===== config.mk =====
export PLATFORM = sky130hd
export DESIGN_NAME = addsub_arbiter_flat
export DESIGN_NICKNAME = d
export VERILOG_FILES = /design/src/rtl/addsub_pkg.sv /design/src/rtl/addsub_arbiter_if.sv /design/src/rtl/addsub5_core.sv /design/src/rtl/addsub_arbiter.sv /design/src/flat_wrapper.sv
export SDC_FILE = /design/constraint.sdc
export NUM_CORES = 1
export LEC_CHECK = 0
export ABC_AREA = 1
export CORE_ASPECT_RATIO = 1.25
export CORE_MARGIN = 4
export CORE_UTILIZATION = 49
export CTS_BUF_LIST = sky130_fd_sc_hd__clkbuf_4 sky130_fd_sc_hd__clkbuf_8 sky130_fd_sc_hd__clkbuf_16
export DETAILED_ROUTE_END_ITERATION = 6
export PLACE_DENSITY_LB_ADDON = 0.3
export SETUP_SLACK_MARGIN = 0.15
export SLEW_MARGIN = 0
export SYNTH_ARGS = -nofsm -noshare
export SYNTH_HDL_FRONTEND = slang
export SYNTH_SLANG_ARGS = --single-unit

===== constraint.sdc =====
create_clock -name clk -period 5.1 [get_ports clk]
set_input_delay 1.02 -clock clk [delete_from_list [all_inputs] [get_ports clk]]
set_output_delay 1.02 -clock clk [all_outputs]
set_load 0.01 [all_outputs]

===== src/rtl/addsub_pkg.sv =====
// addsub_pkg: shared width, opcode, FSM state and response types for the add/sub arbiter
package addsub_pkg;
  localparam int W = 5;
  localparam int IDW = 3;
  localparam logic OP_ADD = 1'b0;
  localparam logic OP_SUB = 1'b1;
  typedef enum logic [1:0] {IDLE, EXEC, RESP} state_t;
  typedef struct packed {
    logic [IDW-1:0] id;
    logic [W-1:0]   sum;
    logic           c4;
    logic           c5;
    logic           ovf;
    logic [W:0]     wide;
  } rsp_t;
endpackage


===== src/rtl/addsub_arbiter_if.sv =====
// addsub_arbiter_if: requester handshakes plus the tagged response channel
interface addsub_arbiter_if #(parameter int NREQ = 4, parameter int W = 5);
  localparam int IW = $clog2(NREQ);
  logic [NREQ-1:0]   req_valid;
  logic [NREQ-1:0]   req_ready;
  logic [NREQ*W-1:0] req_x;
  logic [NREQ*W-1:0] req_y;
  logic [NREQ-1:0]   req_op;
  logic              rsp_valid;
  logic              rsp_ready;
  logic [IW-1:0]     rsp_id;
  logic [W-1:0]      rsp_sum;
  logic              rsp_c4;
  logic              rsp_c5;
  logic              rsp_ovf;
  logic [W:0]        rsp_wide;
  modport master (
    output req_valid, req_x, req_y, req_op, rsp_ready,
    input  req_ready, rsp_valid, rsp_id, rsp_sum, rsp_c4, rsp_c5, rsp_ovf, rsp_wide
  );
  modport slave (
    input  req_valid, req_x, req_y, req_op, rsp_ready,
    output req_ready, rsp_valid, rsp_id, rsp_sum, rsp_c4, rsp_c5, rsp_ovf, rsp_wide
  );
endinterface


===== src/rtl/addsub5_core.sv =====
// addsub5_core: combinational ripple-carry add/subtract built from full adders
module addsub5_core #(parameter int W = addsub_pkg::W) (
  input  logic [W-1:0] x,
  input  logic [W-1:0] y,
  input  logic         op,
  output logic [W-1:0] s,
  output logic         c4,
  output logic         c5
);
  logic [W:0]   c;
  logic [W-1:0] b;
  // subtract as X + ~Y + 1
  assign b = y ^ {W{op}};
  assign c[0] = op;
  for (genvar i = 0; i < W; i++) begin : g_fa
    assign s[i] = x[i] ^ b[i] ^ c[i];
    assign c[i+1] = (x[i] & b[i]) | (x[i] & c[i]) | (b[i] & c[i]);
  end
  assign c4 = c[W-1];
  assign c5 = c[W];
endmodule


===== src/rtl/addsub_arbiter.sv =====
// addsub_arbiter: round-robin sequencer sharing one add/sub core among NREQ requesters
module addsub_arbiter import addsub_pkg::*; #(
  parameter int NREQ = 4,
  parameter int W = addsub_pkg::W
) (
  input logic clk,
  input logic rst_n,
  addsub_arbiter_if.slave bus
);
  localparam int IW = $clog2(NREQ);
  state_t        state_q, state_d;
  logic [IW-1:0] ptr_q, ptr_d, id_q, id_d, gidx, cand;
  logic [W-1:0]  x_q, x_d, y_q, y_d, s;
  logic          op_q, op_d, c4, c5, ovf, gnt_any;
  rsp_t          rsp_q, rsp_d;
  addsub5_core #(.W(W)) u_core (.x(x_q), .y(y_q), .op(op_q), .s(s), .c4(c4), .c5(c5));
  assign ovf = c4 ^ c5;
  // scan downward so the candidate closest to ptr wins
  always_comb begin
    gnt_any = 1'b0;
    gidx = '0;
    cand = '0;
    for (int k = NREQ - 1; k >= 0; k--) begin
      cand = IW'((int'(ptr_q) + k) % NREQ);
      if (bus.req_valid[cand]) begin
        gnt_any = 1'b1;
        gidx = cand;
      end
    end
  end
  always_comb begin
    state_d = state_q;
    ptr_d = ptr_q;
    id_d = id_q;
    x_d = x_q;
    y_d = y_q;
    op_d = op_q;
    rsp_d = rsp_q;
    if (state_q == IDLE && gnt_any) begin
      state_d = EXEC;
      id_d = gidx;
      x_d = bus.req_x[gidx*W +: W];
      y_d = bus.req_y[gidx*W +: W];
      op_d = bus.req_op[gidx];
    end
    if (state_q == EXEC) begin
      state_d = RESP;
      rsp_d.id = IDW'(id_q);
      rsp_d.sum = s;
      rsp_d.c4 = c4;
      rsp_d.c5 = c5;
      rsp_d.ovf = ovf;
      rsp_d.wide = ovf ? {c5, s} : {s[W-1], s};
    end
    if (state_q == RESP && bus.rsp_ready) begin
      state_d = IDLE;
      ptr_d = (id_q == IW'(NREQ - 1)) ? '0 : id_q + 1'b1;
    end
  end
  always_ff @(posedge clk or negedge rst_n) begin
    if (!rst_n) begin
      state_q <= IDLE;
      ptr_q <= '0;
      id_q <= '0;
      x_q <= '0;
      y_q <= '0;
      op_q <= 1'b0;
      rsp_q <= '0;
    end else begin
      state_q <= state_d;
      ptr_q <= ptr_d;
      id_q <= id_d;
      x_q <= x_d;
      y_q <= y_d;
      op_q <= op_d;
      rsp_q <= rsp_d;
    end
  end
  assign bus.req_ready = (rst_n && state_q == IDLE && gnt_any) ? NREQ'(1) << gidx : '0;
  assign bus.rsp_valid = (state_q == RESP);
  assign bus.rsp_id = rsp_q.id[IW-1:0];
  assign bus.rsp_sum = rsp_q.sum;
  assign bus.rsp_c4 = rsp_q.c4;
  assign bus.rsp_c5 = rsp_q.c5;
  assign bus.rsp_ovf = rsp_q.ovf;
  assign bus.rsp_wide = rsp_q.wide;
endmodule

===== src/flat_wrapper.sv =====
// flat-port wrapper written by rule: the top's interface ports become plain ports
module addsub_arbiter_flat import addsub_pkg::*;
#(
  parameter int NREQ = 4,
  parameter int W = addsub_pkg::W
)
  (clk, rst_n, bus_req_valid, bus_req_x, bus_req_y, bus_req_op, bus_rsp_ready, bus_req_ready, bus_rsp_valid, bus_rsp_id, bus_rsp_sum, bus_rsp_c4, bus_rsp_c5, bus_rsp_ovf, bus_rsp_wide);
  addsub_arbiter_if #(.NREQ(NREQ), .W(W)) bus_i ();
  input logic clk;
  input logic rst_n;
  input wire logic [$bits(bus_i.req_valid)-1:0] bus_req_valid;
  input wire logic [$bits(bus_i.req_x)-1:0] bus_req_x;
  input wire logic [$bits(bus_i.req_y)-1:0] bus_req_y;
  input wire logic [$bits(bus_i.req_op)-1:0] bus_req_op;
  input wire logic [$bits(bus_i.rsp_ready)-1:0] bus_rsp_ready;
  output wire logic [$bits(bus_i.req_ready)-1:0] bus_req_ready;
  output wire logic [$bits(bus_i.rsp_valid)-1:0] bus_rsp_valid;
  output wire logic [$bits(bus_i.rsp_id)-1:0] bus_rsp_id;
  output wire logic [$bits(bus_i.rsp_sum)-1:0] bus_rsp_sum;
  output wire logic [$bits(bus_i.rsp_c4)-1:0] bus_rsp_c4;
  output wire logic [$bits(bus_i.rsp_c5)-1:0] bus_rsp_c5;
  output wire logic [$bits(bus_i.rsp_ovf)-1:0] bus_rsp_ovf;
  output wire logic [$bits(bus_i.rsp_wide)-1:0] bus_rsp_wide;
  assign bus_i.req_valid = bus_req_valid;
  assign bus_i.req_x = bus_req_x;
  assign bus_i.req_y = bus_req_y;
  assign bus_i.req_op = bus_req_op;
  assign bus_i.rsp_ready = bus_rsp_ready;
  assign bus_req_ready = bus_i.req_ready;
  assign bus_rsp_valid = bus_i.rsp_valid;
  assign bus_rsp_id = bus_i.rsp_id;
  assign bus_rsp_sum = bus_i.rsp_sum;
  assign bus_rsp_c4 = bus_i.rsp_c4;
  assign bus_rsp_c5 = bus_i.rsp_c5;
  assign bus_rsp_ovf = bus_i.rsp_ovf;
  assign bus_rsp_wide = bus_i.rsp_wide;
  addsub_arbiter #(.NREQ(NREQ), .W(W)) u_core (.clk(clk), .rst_n(rst_n), .bus(bus_i));
endmodule

* Word level (Yosys, flattened, before mapping)
Index checks and enable logic that the tools add are counted.
Word-level totals: register bits 33, input bits 51, output and inout port bits 21, word-level logic and storage cells 95
Operators by class: $add $sub $neg 4, $mul 1, magnitude comparators 5, equal/unequal tests 3, shifts and indexed selects 3, muxes and demuxes 24, bitwise operators 37, reduce and logical (&&, ||, !) cells 6
Operators by type and width (count):
- $shiftx 20x6->5 | 2
- $mux 2 | 8
- $and 1x1->1 | 15
- $lt 2x3->1 const B | 5
- $xor 1x1->1 | 11
- $bmux 1 s2 | 5
- $or 1x1->1 | 10
- $mux 1 | 9
- $mux 6 | 1
- $mul 2x3->5 const B | 1
- $xor 5x5->5 | 1
- $add 2x1->2 const B | 2
- $add 2x2->2 const B | 2
- $eq 2x2->1 const B | 2
- $logic_and 1x1->1 | 4
- $mux 4 | 1
- $shl 1x2->4 const A | 1
- $reduce_bool 3->1 | 1
- $eq 2x1->1 const B | 1
- $logic_not 2->1 | 1

* Logic depth before layout (Yosys ltp)
depth after elaboration 18, depth in mapped cells 16, depth with buffers taken out 14

* By module
From an unflattened synthesis, not the netlist that was laid out.
Second synthesis, totals: cells, all modules 339, area total of the unflattened synthesis 2203.4 µm²
By module, submodules not included:
- addsub_arbiter | times used 1, cells an instance 300, area an instance 1956.9 µm², sequential area each 700.7 µm²
- addsub5_core | times used 1, cells an instance 39, area an instance 246.5 µm², sequential area each 0.0 µm²

* Least setup slack after synthesis
OpenSTA, ideal clock, no wires.
kind input -> output, start in bus_req_valid[3], end out bus_req_ready[0], data arrival time 2.158 ns, data required time 4.080 ns, path slack 1.922 ns, cell stages on the path 11, path buffers 1, cells stage by stage inv_1 nand2_1 and2_1 nand2_2 nand2_2 inv_2 nand2_2 nand2_2 buf_4 nand2_2 nor3_1
Between the ends: word-level cells in the longest chain between the ends 8, elaborated cells on any way between the ends 19, those cells by class 1 x shift; 17 x mux; 1 x reduce/logical
RTL lines:
- start, declared | line flat_wrapper.sv:11 | input wire logic [$bits(bus_i.req_valid)-1:0] bus_req_valid;
- $bmux 1 s2 | line addsub_arbiter.sv:25 | if (bus.req_valid[cand]) begin
- $mux 1 (implied by the code) | line addsub_arbiter.sv:25
- $mux 2 or $mux 1 (tied branches) (4 in series) | line addsub_arbiter.sv:25
- $shl 1x2->4 or $logic_and 1x1->1 (tied branches) | line addsub_arbiter.sv:79 | assign bus.req_ready = (rst_n && state_q == IDLE && gnt_any) ? NREQ'(1) << gidx : '0;
- $mux 4 * | line addsub_arbiter.sv:79
- end, declared | line flat_wrapper.sv:16 | output wire logic [$bits(bus_i.req_ready)-1:0] bus_req_ready;
Every way passes the cells marked *; elsewhere a longest branch is shown, timed or not. The select of a mux whose other input is x is not followed.

* Final worst setup path
Ends and elaborated chain as after synthesis.

==> results.txt <==
----------------------------------------------------
[Floorplan]
  Horizontal extent of the die ... 66.5 um
  Number of rows in the core area ... 26
  Die outline height ... 81.1 um
  Area of the core ... 4100 sq um
  Initial Util ... 0.511
  Die Footprint ... 5390 sq um
  I/O pins ... 72

[Setup path]
  Crit path launch type ... input port
  Required arrival time at the worst endpoint ... 4.08 ns
  CP cell instances ... clkdlybuf4s50_1 -> inv_1 -> nand2_1 -> and2_1 -> nand2_2 -> nand2_2 -> inv_2 -> nand3_1 -> nand3_2 -> inv_2 -> nand2_1 -> nor3_1 -> clkdlybuf4s50_1
  RR Startpoint ... u_core.op_q$_DFFE_PN0P_
  Highest net fanout along the worst path ... 17
  Critical Path Slowest Stage Cell ... sky130_fd_sc_hd__clkdlybuf4s50_1
  Kind of end point of the critical path ... output pin
  Source of the critical timing path ... bus_req_valid[3]
  Worst path max stage delay ... 0.56 ns
  Worst Path Arrival ... 3.52 ns
  Class of the most critical setup path ... input port to output pin

[Clocking]
  Post-CTS clock slew at the launch and capture registers of the worst setup and hold paths ... 0.09 ns
  Number of buffers created by CTS ... 3
  CTS sink cnt ... 28
  CTS hold repair buffers ... 0
  Post-CTS sizing ... 0
  Number of levels in the clock H-tree ... 1
  Clock Root Buffer ... sky130_fd_sc_hd__clkbuf_8
  Worst-skew pair later-pin latency ... 0.27 ns
  Largest buffer count on any clock path ... 2
  Number of setup buffers added after CTS ... 0
  TritonCTS clock tree ... done

[Logic synthesis]
  Cell type with the highest aggregate area in the netlist ... sky130_fd_sc_hd__dfrtp_1
  Sequential fraction of the synthesis area ... 0.334
  Synth unique cells ... 31
  Post-Synthesis Cell Area ... 2100 sq um
  Average footprint of a synthesized cell ... 6.83 sq um
  Most common flop cell mapped by yosys ... sky130_fd_sc_hd__dfrtp_1
  Share of the synthesized area in the top cell type ... 0.334
  Nets in the synthesized netlist ... 364
  Post-synth EDFFs ... 0
  Count of mapped cells out of synthesis ... 307
  FF+latch count, synth ... 28
  Top area cells in the synthesized netlist ... sky130_fd_sc_hd__dfrtp_1 (33%), sky130_fd_sc_hd__nand2_1 (25%), sky130_fd_sc_hd__nand3_1 (12%)
  Post-synthesis async set-or-reset flop share ... 1.00
  Count of warnings emitted by yosys ... 0

[Timing]
  Max-slew headroom ... 0.558
  RSZ-0062 raised after global routing ... no
  Number of max-slew violations in the final report ... 0
  Timing-limited maximum frequency ... 220 MHz
  Minimum clock period ... 4.54 ns
  Final worst slack ... 0.563 ns
  Number of failing setup endpoints in the final timing report ... 0
  Accumulated negative setup slack ... 0 ns
  Share of the cycle needed by the critical path after routing ... 0.890
  Final hold violations ... 0
  Worst Tran Pin Value ... 0.661 ns
  Worst hold margin ... 0.475 ns
  Worst-case clock skew ... 0.00225 ns

[Run status]
  Status ... complete, no violations

[Worst hold path]
  Path class of the lowest-slack min-delay path ... register to register
  Launch point of the worst hold path ... u_core.bus.rsp_c4$_DFFE_PN0N_

[Route]
  Total vias in the final route ... 2071
  DRT iter0 DRCs ... 64
  Via density ... 4.94
  Drt wl/cell ... 11.3 um
  DRT antenna net count ... 0
  Number of design rule violations left after detail routing ... 0
  WL final ... 4.75 mm
  Router iterations before antenna repair ... 4

[Cells and area]
  Most common library cell in the layout ignoring fill and taps ... sky130_fd_sc_hd__nand2_1
  Non-filler cells, final ... 419
  Footprint of the flip-flops and latches ... 701 sq um
  Share of post-route cells with drive strength above 1 ... 0.0826
  NumNets Final ... 421
  Most frequent cells in the layout ... sky130_fd_sc_hd__nand2_1 (140), sky130_fd_sc_hd__clkdlybuf4s50_1 (71), sky130_fd_sc_hd__nand3_1 (50)
  Antenna diode count ... 0
  Area occupied by multi-input gates ... 1180 sq um
  Count of fill cells added during filler insertion ... 375
  Area Overhead vs Synth ... 33.4%

[Power and ir drop]
  Worst IR drop on VDD ... 0.0887 mV
  Total design power ... 0.000449 W
  Clock share of power ... 0.292
  Leakage dissipation ... 1.45 nW
  Power share of the sequential group ... 0.494
  Power density normalized to cell area ... 161 nW/um^2
  Portion of total power attributed to combinational logic ... 0.214
  NetSw ... 0.000107 W
  Switch share ... 0.238
  Int Pwr ... 0.000342 W

[Placement]
  Post-DP HPWL ... 3.72 mm
  Number of buffer cells added on primary ports ... 71
  Setup slack after placement ... 0.556 ns
  Dpl cells ... 415
  RD Place Congestion ... 0.777

[GRT]
  Tot GR Track Use ... 0.186
  First-pass GRT wire length ... 8.03 mm
  Vias in the first global route ... 1902
  Total gr overflow ... 0
  Pin count of the biggest net entering global routing ... 30
  Initial antenna violation count ... 0

[Job]
  Max-capacitance violation count ... 0

----------------------------------------------------
synthesized netlist by cell type (3+ instances only):
library cell / instances
sky130_fd_sc_hd__inv_2: 5
sky130_fd_sc_hd__o21ai_0: 4
sky130_fd_sc_hd__nor2_1: 8
sky130_fd_sc_hd__o21ai_1: 3
sky130_fd_sc_hd__dfrtp_1: 28
sky130_fd_sc_hd__buf_2: 3
sky130_fd_sc_hd__fa_1: 5
sky130_fd_sc_hd__nand2_1: 140
sky130_fd_sc_hd__inv_1: 10
sky130_fd_sc_hd__nand2_2: 12
sky130_fd_sc_hd__xor2_1: 3
sky130_fd_sc_hd__nand3_1: 50
sky130_fd_sc_hd__buf_4: 13
path summary, 6_finish.rpt:
| check | slack [ns] | cells after the start | end |
|---|---|---|---|
| max | 0.56 | 13 | bus_req_ready[0] |
| min reg2reg | 0.47 | 2 | u_core.bus.rsp_c4$_DFFE_PN0N_ |
| min | 0.47 | 2 | u_core.bus.rsp_c4$_DFFE_PN0N_ |
| max in group asynchronous | 3.73 | 2 | u_core.bus.rsp_wide[4]$_DFFE_PN0N_ |
| max reg2reg | 2.41 | 9 | u_core.bus.rsp_wide[4]$_DFFE_PN0N_ |
| min in group asynchronous | 1.11 | 2 | u_core.state_q[1]$_DFFE_PN0P_ |
flip-flops by register name, indices dropped and copies added, names as in the netlist:
signal	flops
u_core.bus.rsp_ovf	1
u_core.bus.rsp_wide	6
u_core.ptr_q	2
u_core.state_q	2
u_core.bus.rsp_c4	1
u_core.bus.rsp_c5	1
u_core.op_q	1
u_core.id_q	2
u_core.bus.rsp_id	2
u_core.y_q	5
u_core.x_q	5
per-layer routing:
metal,up-vias,part of all wire,GRT usage
met1,930,0.42,0.218
met2,63,0.50,0.344
li1,1073,-,-
met4,0,0.013,0.0671
met3,5,0.062,0.0235
met5,-,0,0
through the flow:
stage           util  area, sq um
3_3_place_gp   0.669         2740
3_5_place_dp   0.669         2740
2_1_floorplan      -         2100
4_1_cts        0.682         2800
6_report       0.682         2800
5_1_grt        0.682         2800
cell type report:
| type | instances | area share |
|---|---|---|
| multi-input combinational | 242 | 0.424 |
| timing repair buffer | 72 | 0.257 |
| sequential | 28 | 0.251 |
| tap | 56 | 0.0251 |
| inverter | 17 | 0.0242 |
| clock buffer | 4 | 0.0197 |
logic make-up (layout without fill, tap and decap cells):
logic type,count (synthesis),after routing,synth area share
AOI/OAI and AO/OA,12,12,0.0370
buffers and inverters,37,93,0.100
and+or+nand+nor,218,218,0.448
muxes,1,1,0.00537
DFF,28,28,0.334
xor gates and xnor gates,5,5,0.0209
adders and majority gates,6,6,0.0537
power by group through the flow:
stage	Sequential [W]	Clock (W)	Combinational, W
2_1_floorplan	0.000226	0	0.0000490
3_3_place_gp	0.000226	0	0.0000959
3_5_place_dp	0.000226	0	0.0000962
4_1_cts	0.000222	0.000136	0.0000965
5_1_grt	0.000222	0.000149	0.000107
6_report	0.000222	0.000131	0.0000963
critical path: cells and delay by family:
kind	cells	cell delay, ns
simple gates	8	1.10
buf+inv	5	1.39
(Power assumes the default switching activity.)
